===== src/rtl/writeback_stage_p.sv =====
`default_nettype none
// ============================================================================
// Module   : writeback_stage_p
// Brief    : MEM/WB pipeline register with load formatting and result select.
//            Optional retire counter enabled by macro WB_RETIRE_COUNT_EN.
// Revision : 1.0
// ============================================================================
module writeback_stage_p #(
    parameter int XLEN     = 32,
    parameter int REG_AW   = 5,
    parameter int RETIRE_W = 64
) (
    input  logic                clk,
    input  logic                rst_n,
    input  logic                StallW,
    input  logic                FlushW,
    input  logic                ValidM,
    input  logic                RegWriteM,
    input  logic [1:0]          ResultSrcM,
    input  logic [2:0]          Funct3M,
    input  logic [REG_AW-1:0]   RdM,
    input  logic [XLEN-1:0]     ALUResultM,
    input  logic [XLEN-1:0]     ReadDataM,
    input  logic [XLEN-1:0]     PCPlus4M,
    input  logic [XLEN-1:0]     ImmExtM,
    output logic                ValidW,
    output logic                RegWriteW,
    output logic [REG_AW-1:0]   RdW,
    output logic [XLEN-1:0]     ResultW,
    output logic [RETIRE_W-1:0] RetireCount
);

    localparam int c_OFS_W = $clog2(XLEN / 8);

    logic              r_valid;
    logic              r_regWrite;
    logic [1:0]        r_resultSrc;
    logic [2:0]        r_funct3;
    logic [REG_AW-1:0] r_rd;
    logic [XLEN-1:0]   r_aluResult;
    logic [XLEN-1:0]   r_readData;
    logic [XLEN-1:0]   r_pcPlus4;
    logic [XLEN-1:0]   r_immExt;

    logic [c_OFS_W-1:0] w_ofs;
    logic [7:0]         w_byte;
    logic [15:0]        w_half;
    logic [31:0]        w_word;
    logic [XLEN-1:0]    w_loadData;

    always_ff @(posedge clk or negedge rst_n) begin
        if (!rst_n) begin
            r_valid     <= 1'b0;
            r_regWrite  <= 1'b0;
            r_resultSrc <= 2'b00;
            r_funct3    <= 3'b000;
            r_rd        <= '0;
            r_aluResult <= '0;
            r_readData  <= '0;
            r_pcPlus4   <= '0;
            r_immExt    <= '0;
        end else if (FlushW) begin
            r_valid     <= 1'b0;
            r_regWrite  <= 1'b0;
            r_resultSrc <= 2'b00;
            r_funct3    <= 3'b000;
            r_rd        <= '0;
            r_aluResult <= '0;
            r_readData  <= '0;
            r_pcPlus4   <= '0;
            r_immExt    <= '0;
        end else if (!StallW) begin
            r_valid     <= ValidM;
            r_regWrite  <= RegWriteM;
            r_resultSrc <= ResultSrcM;
            r_funct3    <= Funct3M;
            r_rd        <= RdM;
            r_aluResult <= ALUResultM;
            r_readData  <= ReadDataM;
            r_pcPlus4   <= PCPlus4M;
            r_immExt    <= ImmExtM;
        end
    end

    // Offset bits below the access size are dropped, so misaligned loads read the aligned lane.
    assign w_ofs  = r_aluResult[c_OFS_W-1:0];
    assign w_byte = r_readData[{w_ofs, 3'b000} +: 8];
    assign w_half = r_readData[{w_ofs[c_OFS_W-1:1], 4'b0000} +: 16];

    generate
        if (XLEN == 64) begin : g_xlen64
            assign w_word = r_readData[{w_ofs[2], 5'b00000} +: 32];
        end else begin : g_xlen32
            assign w_word = r_readData[31:0];
        end
    endgenerate

    always_comb begin
        w_loadData = r_readData;
        case (r_funct3)
            3'b000:  w_loadData = XLEN'($signed(w_byte));
            3'b100:  w_loadData = XLEN'(w_byte);
            3'b001:  w_loadData = XLEN'($signed(w_half));
            3'b101:  w_loadData = XLEN'(w_half);
            3'b010:  w_loadData = XLEN'($signed(w_word));
            3'b110:  w_loadData = (XLEN == 64) ? XLEN'(w_word) : r_readData;
            default: w_loadData = r_readData;
        endcase
    end

    always_comb begin
        ResultW = r_aluResult;
        case (r_resultSrc)
            2'b00:   ResultW = r_aluResult;
            2'b01:   ResultW = w_loadData;
            2'b10:   ResultW = r_pcPlus4;
            default: ResultW = r_immExt;
        endcase
    end

    assign ValidW    = r_valid;
    assign RdW       = r_rd;
    assign RegWriteW = r_valid & r_regWrite & (r_rd != '0);

`ifdef WB_RETIRE_COUNT_EN
    logic [RETIRE_W-1:0] r_retireCount;

    // An instruction retires as it leaves WB; a same-cycle flush only kills the incoming one.
    always_ff @(posedge clk or negedge rst_n) begin
        if (!rst_n) begin
            r_retireCount <= '0;
        end else if (r_valid && !StallW) begin
            r_retireCount <= r_retireCount + 1'b1;
        end
    end

    assign RetireCount = r_retireCount;
`else
    assign RetireCount = '0;
`endif

endmodule
`default_nettype wire


===== config.mk =====
export PLATFORM = sky130hd
export DESIGN_NAME = writeback_stage_p
export DESIGN_NICKNAME = d
export VERILOG_FILES = /design/src/rtl/writeback_stage_p.sv
export SDC_FILE = /design/constraint.sdc
export NUM_CORES = 1
export LEC_CHECK = 0
export CAP_MARGIN = 20
export CORE_MARGIN = 8
export CORE_UTILIZATION = 30
export CTS_CLUSTER_SIZE = 40
export DETAILED_ROUTE_END_ITERATION = 6
export GPL_TIMING_DRIVEN = 0
export PLACE_DENSITY_LB_ADDON = 0.12
export SYNTH_ARGS = -nofsm -noshare
export SYNTH_HDL_FRONTEND = slang
export SYNTH_SLANG_ARGS = --single-unit

===== constraint.sdc =====
create_clock -name clk -period 4.9 [get_ports clk]
set_input_delay 1.225 -clock clk [delete_from_list [all_inputs] [get_ports clk]]
set_output_delay 1.225 -clock clk [all_outputs]
set_load 0.01 [all_outputs]

Word level (Yosys, flattened, before mapping)
Cells that the tools add are included.

Flip-flop bits (word level): 140. Output and inout bits: 103.

Equal/unequal tests: 6. Shift operators: 2. Mux-type cells: 20. Bitwise operators: 2. Reductions and logical operators: 3.

Operators with widths (count): 32-bit two-way mux (8); 32-bit case mux with 4 select lines (1); 32-bit case mux with 3 select lines (1); 32-bit by 6-bit variable part select with 16-bit output (1); 32-bit by 6-bit variable part select with 8-bit output (1); 5-bit two-way mux (2); 3-bit equality test, second input constant (2); 3-bit two-way mux (2); 5-bit nonzero test (1); 1-bit two-way mux (4); 2-bit two-way mux (2); 3-bit by 1-bit equality test with 1-bit output, second input constant (1); 3-bit logical NOT (1); 1-bit bitwise AND (2); 2-bit by 1-bit equality test with 1-bit output, second input constant (1); 2-bit equality test, second input constant (1); 2-bit logical NOT (1); 2-bit by 1-bit != test with 1-bit output, second input constant (1).

Logic depth before layout (Yosys ltp)
Word-level depth: 3. Mapped depth: 7. Mapped depth without buffers: 4.

Least setup slack after synthesis
No wires, ideal clock.

Path kind: register to output. From: register r_aluResult[1]. To: output port ResultW[10]. Arrival time: 1.724 ns. Path slack: 1.951 ns. Cell stages (with the launch flop): 6. Buffers on the path: 1. Path through: dfrtp_1 -> buf_6 -> mux4_2 -> nor2b_4 -> o31a_1 -> a221o_1.

Cells in the longest elaborated chain, start to end: 3. Elaborated cells between the ends (all ways): 4.

Ends and longest elaborated chain: start: declaration (line 40) `logic [XLEN-1:0] r_aluResult;`; start signal: assignment (line 78) `r_aluResult <= ALUResultM;`; 32-bit by 6-bit variable part select with 16-bit output or 32-bit by 6-bit variable part select with 8-bit output (tied branches) (line 88, 87); 32-bit case mux with 4 select lines * (line 100) `case (r_funct3)`; 32-bit case mux with 3 select lines * (line 113) `case (r_resultSrc)`; end: declaration (line 29) `output logic [XLEN-1:0] ResultW,`.

Every way passes the cells marked *; elsewhere a longest branch is shown, timed or not.

Final worst setup path
From: register r_resultSrc[1]. To: output port ResultW[21].

Cells in the longest elaborated chain, start to end: 2. Elaborated cells between the ends (all ways): 4.

Ends and longest elaborated chain: start: declaration (line 37) `logic [1:0] r_resultSrc;`; start signal: assignment (line 75) `r_resultSrc <= ResultSrcM;`; 2-bit equality test (tied with other cells) (line 113); 32-bit case mux with 3 select lines * (line 113).

Marked as above.

==> impl_metrics.yaml <==
final_layout:
  fillers: 2627
  seq_area_mm2: 0.00350
  antenna_cells: 0
  fin_area_mm2: 0.0109
  final_cells: 1403
  areaGrowthSynthToFinish_pct: 41.0
  nets: 1199
  multi_input_area_mm2: 0.00373
  drive_above_1_share_pct: 13.1
power:
  p_int_uw: 2570
  seqPwrFrac_pct: 36.7
  switchingPower_uw: 902
  pwr-share-comb_pct: 18.6
  ir_worst_vdd_v: 0.000179
  power.total_uw: 3470
  pwr-share-clk_pct: 44.7
  switching_share_pct: 26.0
  p_leak_uw: 0.00526
  power_density_mw_per_mm2: 317
placed_design:
  dp_hpwl_um: 21100
  placed_area_mm2: 0.0102
  globalplace.congestion: 0.861
  dpl.cell_count: 1371
  portBuffers: 180
synth:
  ys_types: 38
  synth_edf_count: 0
  yosysWarnings: 0
  yosysSeqAreaShare_pct: 45.2
  syn_inst: 792
  netlist_area_mm2: 0.00775
  synth_seq_cells: 140
  syn_avg_cell_area_um2: 9.79
  synth_ff_type: "dfrtp_1"
  async_flop_share_pct: 100
sta:
  setup_viol_count_final: 0
  period_share_pct: 92.4
  drv_slew: 0
  fmax_mhz: 221
  worst_pin_slew_ps: 875
  finalHoldViolCount: 0
  tns_ps: 0
  post-route-min-period_ps: 4530
  finalClockSkew_ps: 0
  rsz0062_at_grt: "false"
  slew-limit-headroom_pct: 41.5
drt:
  drtPass1Iterations: 5
  num_vias: 6359
  avgRoutedWirePerCell_um: 19.6
  via_per_inst: 4.53
  drt_iter0_drc: 406
  drcViolationCount: 0
  drtAntennaViolNets: 0
  wl_um: 27500
clock_tree:
  cts_tree: "done"
  cts.sinks: 140
  clock_tree.buffer_depth: 2
  cts_resized: 0
  htreeDepth: 4
  path_clk_slew_ps: 70
  cts_setup_buffers: 0
  cts_buffers: 17
  cts_root_buf: "clkbuf_16"
  clkLatencyLatePin_ps: 420
  cts-hold-fix-buffers: 0
min_path:
  whs_endpoint: "r_pcPlus4[26]"
  min_from: "r_pcPlus4[26]"
  hp-class: "flop to flop"
  min_delay_path_depth: 2
status:
  outcome: "finished, final reports clean"
grt:
  grtUsageMet1_pct: 22.9
  grt_pass1_vias: 6698
  antenna_found_initial: 0
  use_met2_pct: 28.3
  grt_max_degree: 75
  grt-busiest-layer: "met2"
  grt_pass1_wl_um: 41400
  grt_overflow: 0
  grt_use_met3_pct: 4.76
  grtUsageTotal_pct: 17.6
floorplan:
  fp.dieH_um: 177
  fp.coreArea_mm2: 0.0257
  start_util_pct: 30.2
  dieArea_mm2: 0.0312
  die-width_um: 177
  io_pins: 247
  rows: 59
worst_setup_path:
  cp-end-kind: "primary output"
  arrival_ps: 3300
  worstPathRequired_ps: 3670
  crit_fanout: 10
  timing.rr.start: "r_resultSrc[1]"
  r2r_setup_slack_ps: 3010
  start_kind: "flop"
  ff2ff_path_depth: 4
  r2r_end: "r_resultSrc[1]"
  path_class: "flop to primary output"
run:
  drv_cap: 0
## area by class of cell
type	count	area share, %
plain buffers	124	6.75
clock buffers	19	3.96
clock inverters	13	2.40
inverters	3	0.103
multi-input cells	588	34.2
flip-flops and latches	140	32.0
well taps	335	3.83
repair buffers	181	16.7
## metrics by stage
| step | utilization [%] | hold slack, ps | setup slack, ps |
|---|---|---|---|
| floorplan | - | 483 | 1950 |
| detailed placement | 39.9 | 511 | 804 |
| finish | 42.6 | 514 | 375 |
| CTS | 42.6 | 524 | 337 |
| global placement | 39.7 | 502 | -3630 |
| global route | 42.6 | 542 | 137 |
## cell usage after synthesis (4+ instances only)
cell / count / share of area (%)
buf_2: 14 / 0.90
nand2b_1: 4 / 0.32
o21ai_0: 27 / 1.7
a221oi_1: 4 / 0.45
buf_4: 64 / 6.2
mux4_2: 5 / 1.5
nor2_1: 167 / 8.1
mux2_2: 20 / 2.9
buf_1: 10 / 0.48
nand3_1: 18 / 1.2
mux2i_1: 156 / 20
o22ai_1: 10 / 0.81
a21oi_1: 21 / 1.4
nand2_1: 54 / 2.6
a221o_1: 5 / 0.65
clkbuf_1: 34 / 1.6
dfrtp_1: 140 / 45
a21o_1: 4 / 0.39
## sequential cells by signal (all words and copies together) (netlist names)
register / flops
r_funct3: 3
r_readData: 32
ValidW: 1
r_pcPlus4: 32
r_regWrite: 1
RdW: 5
r_immExt: 32
r_aluResult: 32
r_resultSrc: 2
## worst max-delay path: stages (launching register included)
cell             delay, ps
dfrtp_1                360
clkbuf_1               320
nand2b_1               270
a21oi_1                580
clkbuf_1               410
nand3_1                130
a21oi_1                220
clkdlybuf4s50_1        570
## placed cells by master, fill, tap and decap left out, types with 2 or more instances in the layout
master           count
nor3_1               2
nand3_1             18
mux2i_1            156
o221ai_1             2
nand4_1              2
clkbuf_1            36
or2_2                2
buf_2               14
a2bb2oi_1            2
conb_1              64
clkdlybuf4s50_1    179
buf_6                3
o22ai_1             10
inv_6                2
bufinv_16            7
a211o_1              3
inv_1                3
clkinv_4             4
clkbuf_16           17
a221o_1              5
and3_1               2
nor2b_1              3
buf_1               10
nand2b_1             4
nand2_1             54
mux4_2               5
a31oi_1              2
o21ai_0             27
a21oi_1             21
and2_1               2
dfrtp_1            140
a21o_1               4
nor2_1             167
a221oi_1             4
mux2_2              20
buf_4               64
## kinds of logic (layout without fill, tap and decap cells)
| logic type | after synthesis | count (layout) | share of synthesized area (%) |
|---|---|---|---|
| other | 1 | 64 | 0.0484 |
| muxes | 182 | 182 | 24.8 |
| DFF | 140 | 140 | 45.2 |
| buffers and inverters | 127 | 340 | 9.67 |
| and+or+nand+nor | 259 | 259 | 13.6 |
| AOI/OAI and AO/OA | 83 | 83 | 6.68 |
## metal layers
metal | up-vias | wire length [um]
met3 | 19 | 1910
met1 | 3027 | 12300
met4 | 0 | 425
met5 | - | 0
li1 | 3107 | -
met2 | 206 | 12800
## power by group through the flow
| stage | logic (uW) | clock network [uW] | registers [uW] |
|---|---|---|---|
| floorplan | 341 | 0 | 1270 |
| global placement | 644 | 0 | 1290 |
| detailed placement | 648 | 0 | 1290 |
| CTS | 651 | 1590 | 1270 |
| global route | 707 | 1630 | 1280 |
| finish | 645 | 1550 | 1270 |
## worst max-delay path by stage
stage                     slack (ps)  depth (start not counted)         endpoint            from
after detailed placement         800                          7      ResultW[21]  r_resultSrc[1]
after global routing             140                          8      ResultW[19]  r_resultSrc[1]
after floorplan                 1950                          5      ResultW[10]  r_aluResult[1]
after global placement         -3630                          1  r_aluResult[22]           rst_n
final                            370                          7      ResultW[21]  r_resultSrc[1]
after CTS                        340                          7      ResultW[21]  r_resultSrc[1]
(Power assumes the default switching activity.)
